===== config.mk =====
export PLATFORM = sky130hd
export DESIGN_NAME = rng_roller_flat
export DESIGN_NICKNAME = d
export VERILOG_FILES = /design/src/rtl/rng_pkg.sv /design/src/rtl/rng_roller_if.sv /design/src/rtl/lfsr16.sv /design/src/rtl/rng_roller.sv /design/src/flat_wrapper.sv
export SDC_FILE = /design/constraint.sdc
export NUM_CORES = 1
export LEC_CHECK = 0
export CAP_MARGIN = 0
export CORE_ASPECT_RATIO = 0.7
export CORE_MARGIN = 1
export CORE_UTILIZATION = 45
export DETAILED_ROUTE_END_ITERATION = 8
export GPL_TIMING_DRIVEN = 0
export PLACE_DENSITY_LB_ADDON = 0.2
export SLEW_MARGIN = 20
export SYNTH_ARGS = -nofsm -noshare
export SYNTH_HDL_FRONTEND = slang
export SYNTH_HIERARCHICAL = 1
export SYNTH_SLANG_ARGS = --single-unit
export TNS_END_PERCENT = 20

===== constraint.sdc =====
create_clock -name i_clk -period 3.3 [get_ports i_clk]
set_input_delay 0.99 -clock i_clk [delete_from_list [all_inputs] [get_ports i_clk]]
set_output_delay 0.99 -clock i_clk [all_outputs]
set_load 0.005 [all_outputs]

===== src/rtl/rng_pkg.sv =====
// Shared types and constants for the dice-style random roller.
package rng_pkg;

  localparam int unsigned LFSR_W = 16;
  localparam int unsigned OUT_W  = 4;

  localparam logic [LFSR_W-1:0] DEFAULT_SEED = 16'hACE1;

  // Fibonacci taps for x^16 + x^14 + x^13 + x^11 + 1
  localparam int unsigned TAP_A = 15;
  localparam int unsigned TAP_B = 13;
  localparam int unsigned TAP_C = 12;
  localparam int unsigned TAP_D = 10;

  typedef enum logic {
    S_IDLE,
    S_ROLL
  } state_e;

  function automatic logic lfsr_fb(input logic [LFSR_W-1:0] l);
    return l[TAP_A] ^ l[TAP_B] ^ l[TAP_C] ^ l[TAP_D];
  endfunction

endpackage


===== src/rtl/rng_roller_if.sv =====
// Slow-clock/start inputs and roll result outputs of the roller.
interface rng_roller_if;
  import rng_pkg::*;

  logic             i_slow_clk;
  logic             i_start;
  logic [OUT_W-1:0] o_random_out;
  logic             o_busy;
  logic             o_done;

  modport master (
    output i_slow_clk,
    output i_start,
    input  o_random_out,
    input  o_busy,
    input  o_done
  );

  modport slave (
    input  i_slow_clk,
    input  i_start,
    output o_random_out,
    output o_busy,
    output o_done
  );

endinterface


===== src/rtl/lfsr16.sv =====
// Free-running 16-bit Fibonacci LFSR, advancing every clock.
module lfsr16
  import rng_pkg::*;
#(
  parameter logic [LFSR_W-1:0] SEED = DEFAULT_SEED
) (
  input  logic              i_clk,
  input  logic              i_rst_n,
  output logic [LFSR_W-1:0] o_state
);

  logic [LFSR_W-1:0] state_q;

  always_ff @(posedge i_clk or negedge i_rst_n) begin
    if (!i_rst_n) begin
      state_q <= SEED;
    end else begin
      state_q <= {state_q[LFSR_W-2:0], lfsr_fb(state_q)};
    end
  end

  assign o_state = state_q;

endmodule


===== src/rtl/rng_roller.sv =====
// Rolling random value that slows down stage by stage on slow-clock ticks, then freezes.
module rng_roller
  import rng_pkg::*;
#(
  parameter logic [LFSR_W-1:0] SEED              = DEFAULT_SEED,
  parameter int unsigned       NUM_STAGES        = 5,
  parameter int unsigned       UPDATES_PER_STAGE = 4
) (
  input logic         i_clk,
  input logic         i_rst_n,
  rng_roller_if.slave bus
);

  localparam int unsigned StageW = (NUM_STAGES > 1) ? $clog2(NUM_STAGES) : 1;
  localparam int unsigned UpdW   = (UPDATES_PER_STAGE > 1) ? $clog2(UPDATES_PER_STAGE) : 1;
  localparam int unsigned TickW  = (NUM_STAGES > 1) ? NUM_STAGES - 1 : 1;

  logic [LFSR_W-1:0] lfsr;
  logic              unused_lfsr;

  state_e            state_q, state_d;
  logic [StageW-1:0] stage_q, stage_d;
  logic [TickW-1:0]  tick_cnt_q, tick_cnt_d;
  logic [UpdW-1:0]   upd_cnt_q, upd_cnt_d;
  logic [OUT_W-1:0]  random_q, random_d;
  logic              busy_q, busy_d;
  logic              done_q, done_d;
  logic              slow_d;
  logic              tick;
  logic [TickW:0]    period_last;

  lfsr16 #(
    .SEED(SEED)
  ) u_lfsr (
    .i_clk  (i_clk),
    .i_rst_n(i_rst_n),
    .o_state(lfsr)
  );

  assign unused_lfsr = ^lfsr[LFSR_W-1:OUT_W];

  // Slow clock is sampled as data; only its rising edge matters.
  assign tick        = bus.i_slow_clk & ~slow_d;
  assign period_last = ((TickW+1)'(1) << stage_q) - (TickW+1)'(1);

  always_comb begin
    state_d    = state_q;
    stage_d    = stage_q;
    tick_cnt_d = tick_cnt_q;
    upd_cnt_d  = upd_cnt_q;
    random_d   = random_q;
    done_d     = 1'b0;

    // Start takes priority over any tick, including the final one.
    if (bus.i_start) begin
      state_d    = S_ROLL;
      stage_d    = '0;
      tick_cnt_d = '0;
      upd_cnt_d  = '0;
    end else if (state_q == S_ROLL && tick) begin
      if ({1'b0, tick_cnt_q} == period_last) begin
        tick_cnt_d = '0;
        random_d   = lfsr[OUT_W-1:0];
        if (upd_cnt_q == UpdW'(UPDATES_PER_STAGE - 1)) begin
          upd_cnt_d = '0;
          if (stage_q == StageW'(NUM_STAGES - 1)) begin
            state_d = S_IDLE;
            done_d  = 1'b1;
          end else begin
            stage_d = stage_q + StageW'(1);
          end
        end else begin
          upd_cnt_d = upd_cnt_q + UpdW'(1);
        end
      end else begin
        tick_cnt_d = tick_cnt_q + TickW'(1);
      end
    end

    busy_d = (state_d == S_ROLL);
  end

  always_ff @(posedge i_clk or negedge i_rst_n) begin
    if (!i_rst_n) begin
      state_q    <= S_IDLE;
      stage_q    <= '0;
      tick_cnt_q <= '0;
      upd_cnt_q  <= '0;
      random_q   <= '0;
      busy_q     <= 1'b0;
      done_q     <= 1'b0;
      slow_d     <= 1'b0;
    end else begin
      state_q    <= state_d;
      stage_q    <= stage_d;
      tick_cnt_q <= tick_cnt_d;
      upd_cnt_q  <= upd_cnt_d;
      random_q   <= random_d;
      busy_q     <= busy_d;
      done_q     <= done_d;
      slow_d     <= bus.i_slow_clk;
    end
  end

  assign bus.o_random_out = random_q;
  assign bus.o_busy       = busy_q;
  assign bus.o_done       = done_q;

endmodule


===== src/flat_wrapper.sv =====
// flat-port wrapper written by rule: the top's interface ports become plain ports
module rng_roller_flat import rng_pkg::*;
#(
  parameter logic [LFSR_W-1:0] SEED              = DEFAULT_SEED,
  parameter int unsigned       NUM_STAGES        = 5,
  parameter int unsigned       UPDATES_PER_STAGE = 4
)
  (i_clk, i_rst_n, bus_i_slow_clk, bus_i_start, bus_o_random_out, bus_o_busy, bus_o_done);
  rng_roller_if bus_i ();
  input logic i_clk;
  input logic i_rst_n;
  input wire logic [$bits(bus_i.i_slow_clk)-1:0] bus_i_slow_clk;
  input wire logic [$bits(bus_i.i_start)-1:0] bus_i_start;
  output wire logic [$bits(bus_i.o_random_out)-1:0] bus_o_random_out;
  output wire logic [$bits(bus_i.o_busy)-1:0] bus_o_busy;
  output wire logic [$bits(bus_i.o_done)-1:0] bus_o_done;
  assign bus_i.i_slow_clk = bus_i_slow_clk;
  assign bus_i.i_start = bus_i_start;
  assign bus_o_random_out = bus_i.o_random_out;
  assign bus_o_busy = bus_i.o_busy;
  assign bus_o_done = bus_i.o_done;
  rng_roller #(.SEED(SEED), .NUM_STAGES(NUM_STAGES), .UPDATES_PER_STAGE(UPDATES_PER_STAGE)) u_core (.i_clk(i_clk), .i_rst_n(i_rst_n), .bus(bus_i));
endmodule

==> results of run 1 <==
==> worst paths after layout <==
path | start | to | slack (ns) | cells past startpoint
max | u_core/stage_q[0]$_DFFE_PN0P_ | u_core/bus.o_random_out[3]$_DFFE_PN0P_ | 0.43 | 9
min | u_core/u_lfsr/o_state[8]$_DFF_PN0_ | u_core/u_lfsr/o_state[9]$_DFF_PN0_ | 0.35 | 0
max reg2reg | u_core/stage_q[0]$_DFFE_PN0P_ | u_core/bus.o_random_out[3]$_DFFE_PN0P_ | 0.43 | 9
min reg2reg | u_core/u_lfsr/o_state[8]$_DFF_PN0_ | u_core/u_lfsr/o_state[9]$_DFF_PN0_ | 0.35 | 0
max in group asynchronous | i_rst_n | u_core/tick_cnt_q[2]$_DFFE_PN0P_ | 2.11 | 1
min in group asynchronous | i_rst_n | u_core/bus.o_random_out[3]$_DFFE_PN0P_ | 0.74 | 1
==> cells in the mapped netlist, types with 3 or more instances <==
library cell / number
a21oi_1: 3
nand4_1: 3
nor2_1: 6
dfstp_2: 8
ha_1: 8
nor2b_1: 4
nand2_1: 7
xnor2_1: 5
nor3_1: 3
nand3_1: 3
mux2_1: 6
inv_1: 4
clkbuf_1: 3
dfrtp_1: 24
==> critical path, stage by stage (launching register included) <==
cell and delay [ns]:
dfrtp_1 0.41, inv_1 0.12, ha_1 0.28, nand2b_1 0.10, ha_1 0.31, xnor2_1 0.13, a311o_1 0.35, or3_1 0.39
nor3_4 0.30, mux2_1 0.36
==> kinds of logic (layout without fill, tap and decap cells) <==
family,count (synthesis),count (layout),synth area share (%)
AND/OR/NAND/NOR,41,41,17.0
flip-flops,32,32,56.5
AO/OA/AOI/OAI,13,13,7.15
buffers and inverters,9,26,2.70
adder cells (fa/ha/maj),8,8,6.97
XOR/XNOR,7,7,4.27
multiplexers,7,7,5.41
==> placed cells by master (no fill, tap or decap), drive strengths merged, types with 2 or more instances in the layout <==
cell and count:
nor2b 4, mux2 6, or3 2, xnor2 5, clkbuf 9, nand4 3
a31o 2, dfstp 8, dfrtp 24, clkdlybuf4s50 8, nor2 7, xor2 2
buf 3, nand2 7, nand3 3, a32o 2, a21oi 3, nor3 5
nand3b 2, ha 8, inv 4, nand2b 2
==> registers in the layout (all words and copies together), names as in the netlist <==
name and cells:
u_core/bus.o_busy 1, u_core/slow_d 1, u_core/bus.o_done 1, u_core/u_lfsr/o_state 16
u_core/bus.o_random_out 4, u_core/stage_q 3, u_core/upd_cnt_q 2, u_core/tick_cnt_q 4
==> per-stage QoR <==
| step | worst slack (ns) | instances | util (%) |
|---|---|---|---|
| floorplan | 0.691 | 117 | - |
| global placement | 0.367 | 162 | 54.1 |
| detailed placement | 0.302 | 162 | 53.9 |
| CTS | 0.426 | 170 | 57.0 |
| global route | 0.284 | 170 | 57.0 |
| finish | 0.435 | 170 | 57.0 |
==> report_power, final <==
group          switching (uW)  leakage [uW]  internal, uW
Sequential               1.47      0.000410           395
Clock                     144     0.0000414           150
Combinational            20.4      0.000288          8.90
Total                     165      0.000739           554
==> layout make-up <==
class | instances | area, um2
plain buffers | 5 | 23.8
clock buffers | 6 | 72.6
clock inverters | 2 | 16.3
fillers | 245 | 1250
inverters | 4 | 15.0
multi-input cells | 76 | 586
flip-flops and latches | 32 | 811
well taps | 36 | 45.0
repair buffers | 9 | 85.1
==> per-layer routing <==
metal / track usage, % / up-vias / part of all wire, % / routed length (um)
met2: 27.0 / 12 / 45 / 1160
met4: 8.16 / 0 / 1.3 / 35
met5: 0 / - / 0 / 0
met1: 22.5 / 452 / 50 / 1310
met3: 5.58 / 4 / 3.4 / 88
li1: - / 442 / - / -
==> impl_metrics.yaml, run 1 <==
status:
  status: "finished, final reports clean"
sta:
  skew_ns: 0.00758
  fmax_mhz: 349
  finalSetupViolations: 0
  tns_ns: 0
  period_share_pct: 86.8
  relSlewSlack_pct: 54.1
  slew_viol_final: 0
  whs_ns: 0.350
  layout_min_cycle_time_ns: 2.87
  tightest_slew_ns: 0.689
  rsz0062_at_grt: "false"
  hold_viol: 0
clock_tree:
  htree_levels: 2
  postCtsSetupBuffers: 0
  cts-root-buf: "clkbuf_8"
  ctsResizeCount: 0
  cts_buffers: 5
  clk_latency_ns: 0.28
  clk_pin_slew_ns: 0.07
  cts_buffer_depth: 2
  clock-sinks: 32
  hold_buffers: 0
  cts_tree: "done"
cells_and_area:
  final_nets: 145
  syn_to_final_growth_pct: 15.3
  diodes: 0
  drive_above_1_share_pct: 15.7
  design_area_um2: 1650
floorplan:
  die_w_um: 69.5
  core-area_um2: 2900
  rows: 16
  start_util_pct: 49.4
  ioPinCount: 10
  die_area_um2: 3420
  dieHeight_um: 49.3
routing:
  drt-initial-drc-count: 33
  firstDrtPassIters: 4
  wl_per_cell_um: 15.3
  drc: 0
  vias_per_cell: 5.35
  drt_wl_total_um: 2600
  vias: 910
  ant_nets: 0
yosys:
  yosysTopAreaCell: "dfrtp_1"
  netlist.area_leader.share_pct: 41.8
  synth.area.top_cells: "dfrtp_1, dfstp_2, ha_1"
  synthFlopType: "dfrtp_1"
  synth-seq-cells: 32
  ys_types: 38
  synthArstFlopShare_pct: 100
  synth.avg_cell_area_um2: 12.3
  synth-edff-count: 0
  synth_cells: 117
  seq_area_frac_synth_pct: 56.5
  ys_warn_count: 6
  synth_fp_nets: 129
  netlist_area_um2: 1440
critical_path:
  arrival_ns: 3.03
  crit_fanout: 6
  cp_data_required_time_ns: 3.47
  endpoint_kind: "register"
  crit_type: "register to register"
  start_kind: "register"
pwr:
  ir_worst_vdd_mv: 0.368
  powerDensity_nw_per_um2: 435
  p_leak_uw: 0.000739
  report.power.total_uw: 719
place:
  post-dp-hpwl_um: 1880
  gp_congestion: 0.721
  dpl_cell_area_um2: 1570
  port_buffers: 9
global_route:
  grt_pass1_wl_um: 4430
  overflow: 0
  antenna_found_initial: 0
  grt_pass1_vias: 936
  groute.usage.overall_pct: 17.5
  grt_max_degree: 33
flow_run:
  maxCapViolations: 0
hold_path:
  hold_class: "register to register"
No activity file was read; power rests on OpenSTA's default activity.
==> run 2, diff against run 1 <==
- ABC_CLOCK_PERIOD_IN_PS: unset -> 3300
- SYNTH_HIERARCHICAL: 1 -> unset
==> run 2 against run 1 <==
Against the previous run: clock power grew 2%; wire length shrank 9.6%; flip-flop and latch count is the same; final area shrank 3.0%; sequential power is essentially flat; synthesized cell count shrank 1.7%; total power grew 0.23%; clock skew shrank 0.0034 ns; cell count shrank 1.2%; via count shrank 2.2%; die area shrank 3.4%; sequential share of layout area grew 1.5 points; highest routed layer is now met3.
==> impl_metrics.yaml, run 2 <==
status:
  status: "finished, final reports clean"
yosys:
  yosysTopAreaCell: "dfrtp_1"
  ys_types: 31
  synth_simple_gate_area_share_pct: 15.8
  ys_warn_count: 0
  synth_cells: 115
  ys_top_cells_by_count: "dfrtp_1, nor2_1, dfstp_2, ha_1, nand2_1"
  synth-seq-cells: 32
  netlist.area_leader.share_pct: 43.4
  yosysMostFrequentCell: "dfrtp_1"
  synth_adder_area_share_pct: 7.23
  synth_fp_nets: 127
  synthFlopType: "dfrtp_1"
  synth.area.top_cells: "dfrtp_1, dfstp_2, ha_1"
  synth-edff-count: 0
  synth_compound_area_share_pct: 6.59
  synth.avg_cell_area_um2: 12.0
  synthArstFlopShare_pct: 100
  netlist_area_um2: 1390
  synthMuxAreaShare_pct: 6.32
  synth_xor_area_share_pct: 3.79
  synth_top_family_by_area: "simple AND/OR/NAND/NOR gates"
  seq_area_frac_synth_pct: 58.5
cells_and_area:
  design_area_um2: 1610
  final_nets: 143
  final_common_cell: "dfrtp_1"
  largest_register_ffs: 16
  syn_to_final_growth_pct: 15.9
  diodes: 0
  final_cell_mix: "dfrtp_1, nor2_1"
  fillerInstances: 248
  drive_above_1_share_pct: 18.2
  post-route-util_pct: 56.1
routing:
  drt-initial-drc-count: 49
  wl_per_cell_um: 14.0
  ant_nets: 0
  drt_wl_total_um: 2350
  vias_per_cell: 5.30
  firstDrtPassIters: 4
  drc: 0
  vias: 890
sta:
  hold_viol: 0
  tns_ns: 0
  rsz0062_at_grt: "false"
  layout_min_cycle_time_ns: 2.89
  slew_viol_final: 0
  skew_ns: 0.00416
  fmax_mhz: 347
  relSlewSlack_pct: 54.9
  period_share_pct: 87.4
  finalSetupViolations: 0
  tightest_slew_ns: 0.676
clock_tree:
  htree_levels: 2
  clock-sinks: 32
  cts_buffers: 5
  cts_buffer_depth: 2
  clk_latency_ns: 0.27
  clk_pin_slew_ns: 0.06
  cts_tree: "done"
  hold_buffers: 0
  postCtsSetupBuffers: 0
  ctsResizeCount: 0
  cts-root-buf: "clkbuf_8"
critical_path:
  cp_data_required_time_ns: 3.46
  cp_cell_sequence: "inv_1 > ha_1 > nor2b_1 > inv_1 > ha_1 > xnor2_1 > o22a_1 > a221o_1 > nor2_1 > mux2_2"
  start_kind: "register"
  arrival_ns: 3.04
  endpoint_kind: "register"
  crit_fanout: 7
  critical-path-top-delay-family: "compound AO/OA/AOI/OAI gates"
  crit_buf_inv: 2
  cpMaxStageDelayCell: "a221o_1"
  crit_type: "register to register"
  critPathMaxStageDelay_ns: 0.44
pwr:
  ir_worst_vdd_mv: 0.257
  p_leak_uw: 0.000728
  powerDensity_nw_per_um2: 449
  report.power.total_uw: 721
place:
  port_buffers: 9
  dpl_cell_area_um2: 1520
  gp_congestion: 0.758
  post-dp-hpwl_um: 1600
floorplan:
  ioPinCount: 10
  dieHeight_um: 48.4
  rows: 16
  start_util_pct: 48.4
  die_area_um2: 3310
  die_w_um: 68.3
  core-area_um2: 2860
global_route:
  antenna_found_initial: 0
  grt_pass1_wl_um: 4000
  grt_max_degree: 33
  groute.usage.overall_pct: 16.8
  grt_pass1_vias: 899
  overflow: 0
hold_path:
  hold_class: "register to register"
flow_run:
  maxCapViolations: 0
run 2: power by group:
group | leakage (uW) | total, uW | internal (uW) | switching [uW]
Clock | 0.0000455 | 299 | 170 | 129
Combinational | 0.000273 | 25.5 | 7.71 | 17.8
Sequential | 0.000410 | 396 | 395 | 1.21
run 2: path summary, 6_finish.rpt:
path / depth (start not counted) / end / startpoint / slack, ns
setup / recovery: 10 / u_core.stage_q[2]$_DFFE_PN0P_ / u_core.stage_q[0]$_DFFE_PN0P_ / 0.41
hold / removal: 0 / u_core.u_lfsr.o_state[10]$_DFF_PN1_ / u_core.u_lfsr.o_state[9]$_DFF_PN0_ / 0.35
setup reg to reg: 10 / u_core.stage_q[2]$_DFFE_PN0P_ / u_core.stage_q[0]$_DFFE_PN0P_ / 0.41
hold reg to reg: 0 / u_core.u_lfsr.o_state[10]$_DFF_PN1_ / u_core.u_lfsr.o_state[9]$_DFF_PN0_ / 0.35
max in group asynchronous: 1 / u_core.stage_q[2]$_DFFE_PN0P_ / i_rst_n / 2.11
min in group asynchronous: 1 / u_core.tick_cnt_q[2]$_DFFE_PN0P_ / i_rst_n / 0.75
run 2: final cells by class:
class	count	area, um2	area share (%)
sequential	32	811	50.5
multi-input combinational	77	551	34.3
clock buffer	8	90.1	5.61
timing repair buffer	9	85.1	5.30
tap	36	45.0	2.81
inverter	4	15.0	0.935
buffer	2	8.76	0.546
run 2: cells by family (layout without fill, tap and decap cells):
group / Yosys count / after routing
flip-flops: 32 / 32
multiplexers: 8 / 8
buffers and inverters: 6 / 23
AO/OA/AOI/OAI: 15 / 15
adder cells (fa/ha/maj): 8 / 8
XOR/XNOR: 6 / 6
AND/OR/NAND/NOR: 40 / 40
run 2: stage by stage:
stage	setup WS (ns)	hold slack [ns]	cells
after floorplan	0.740	0.331	115
after global placement	0.561	0.337	160
after detailed placement	0.441	0.338	160
after CTS	0.438	0.354	168
after global routing	0.208	0.362	168
final	0.414	0.354	168
run 2: routing by layer:
layer  track usage (%)  routed length, um  up-vias
met1              23.6               1250      441
met5                 0                  0        -
met4              5.90                  0        0
met2              22.7                986       17
met3              7.78                114        0
li1                  -                  -      432
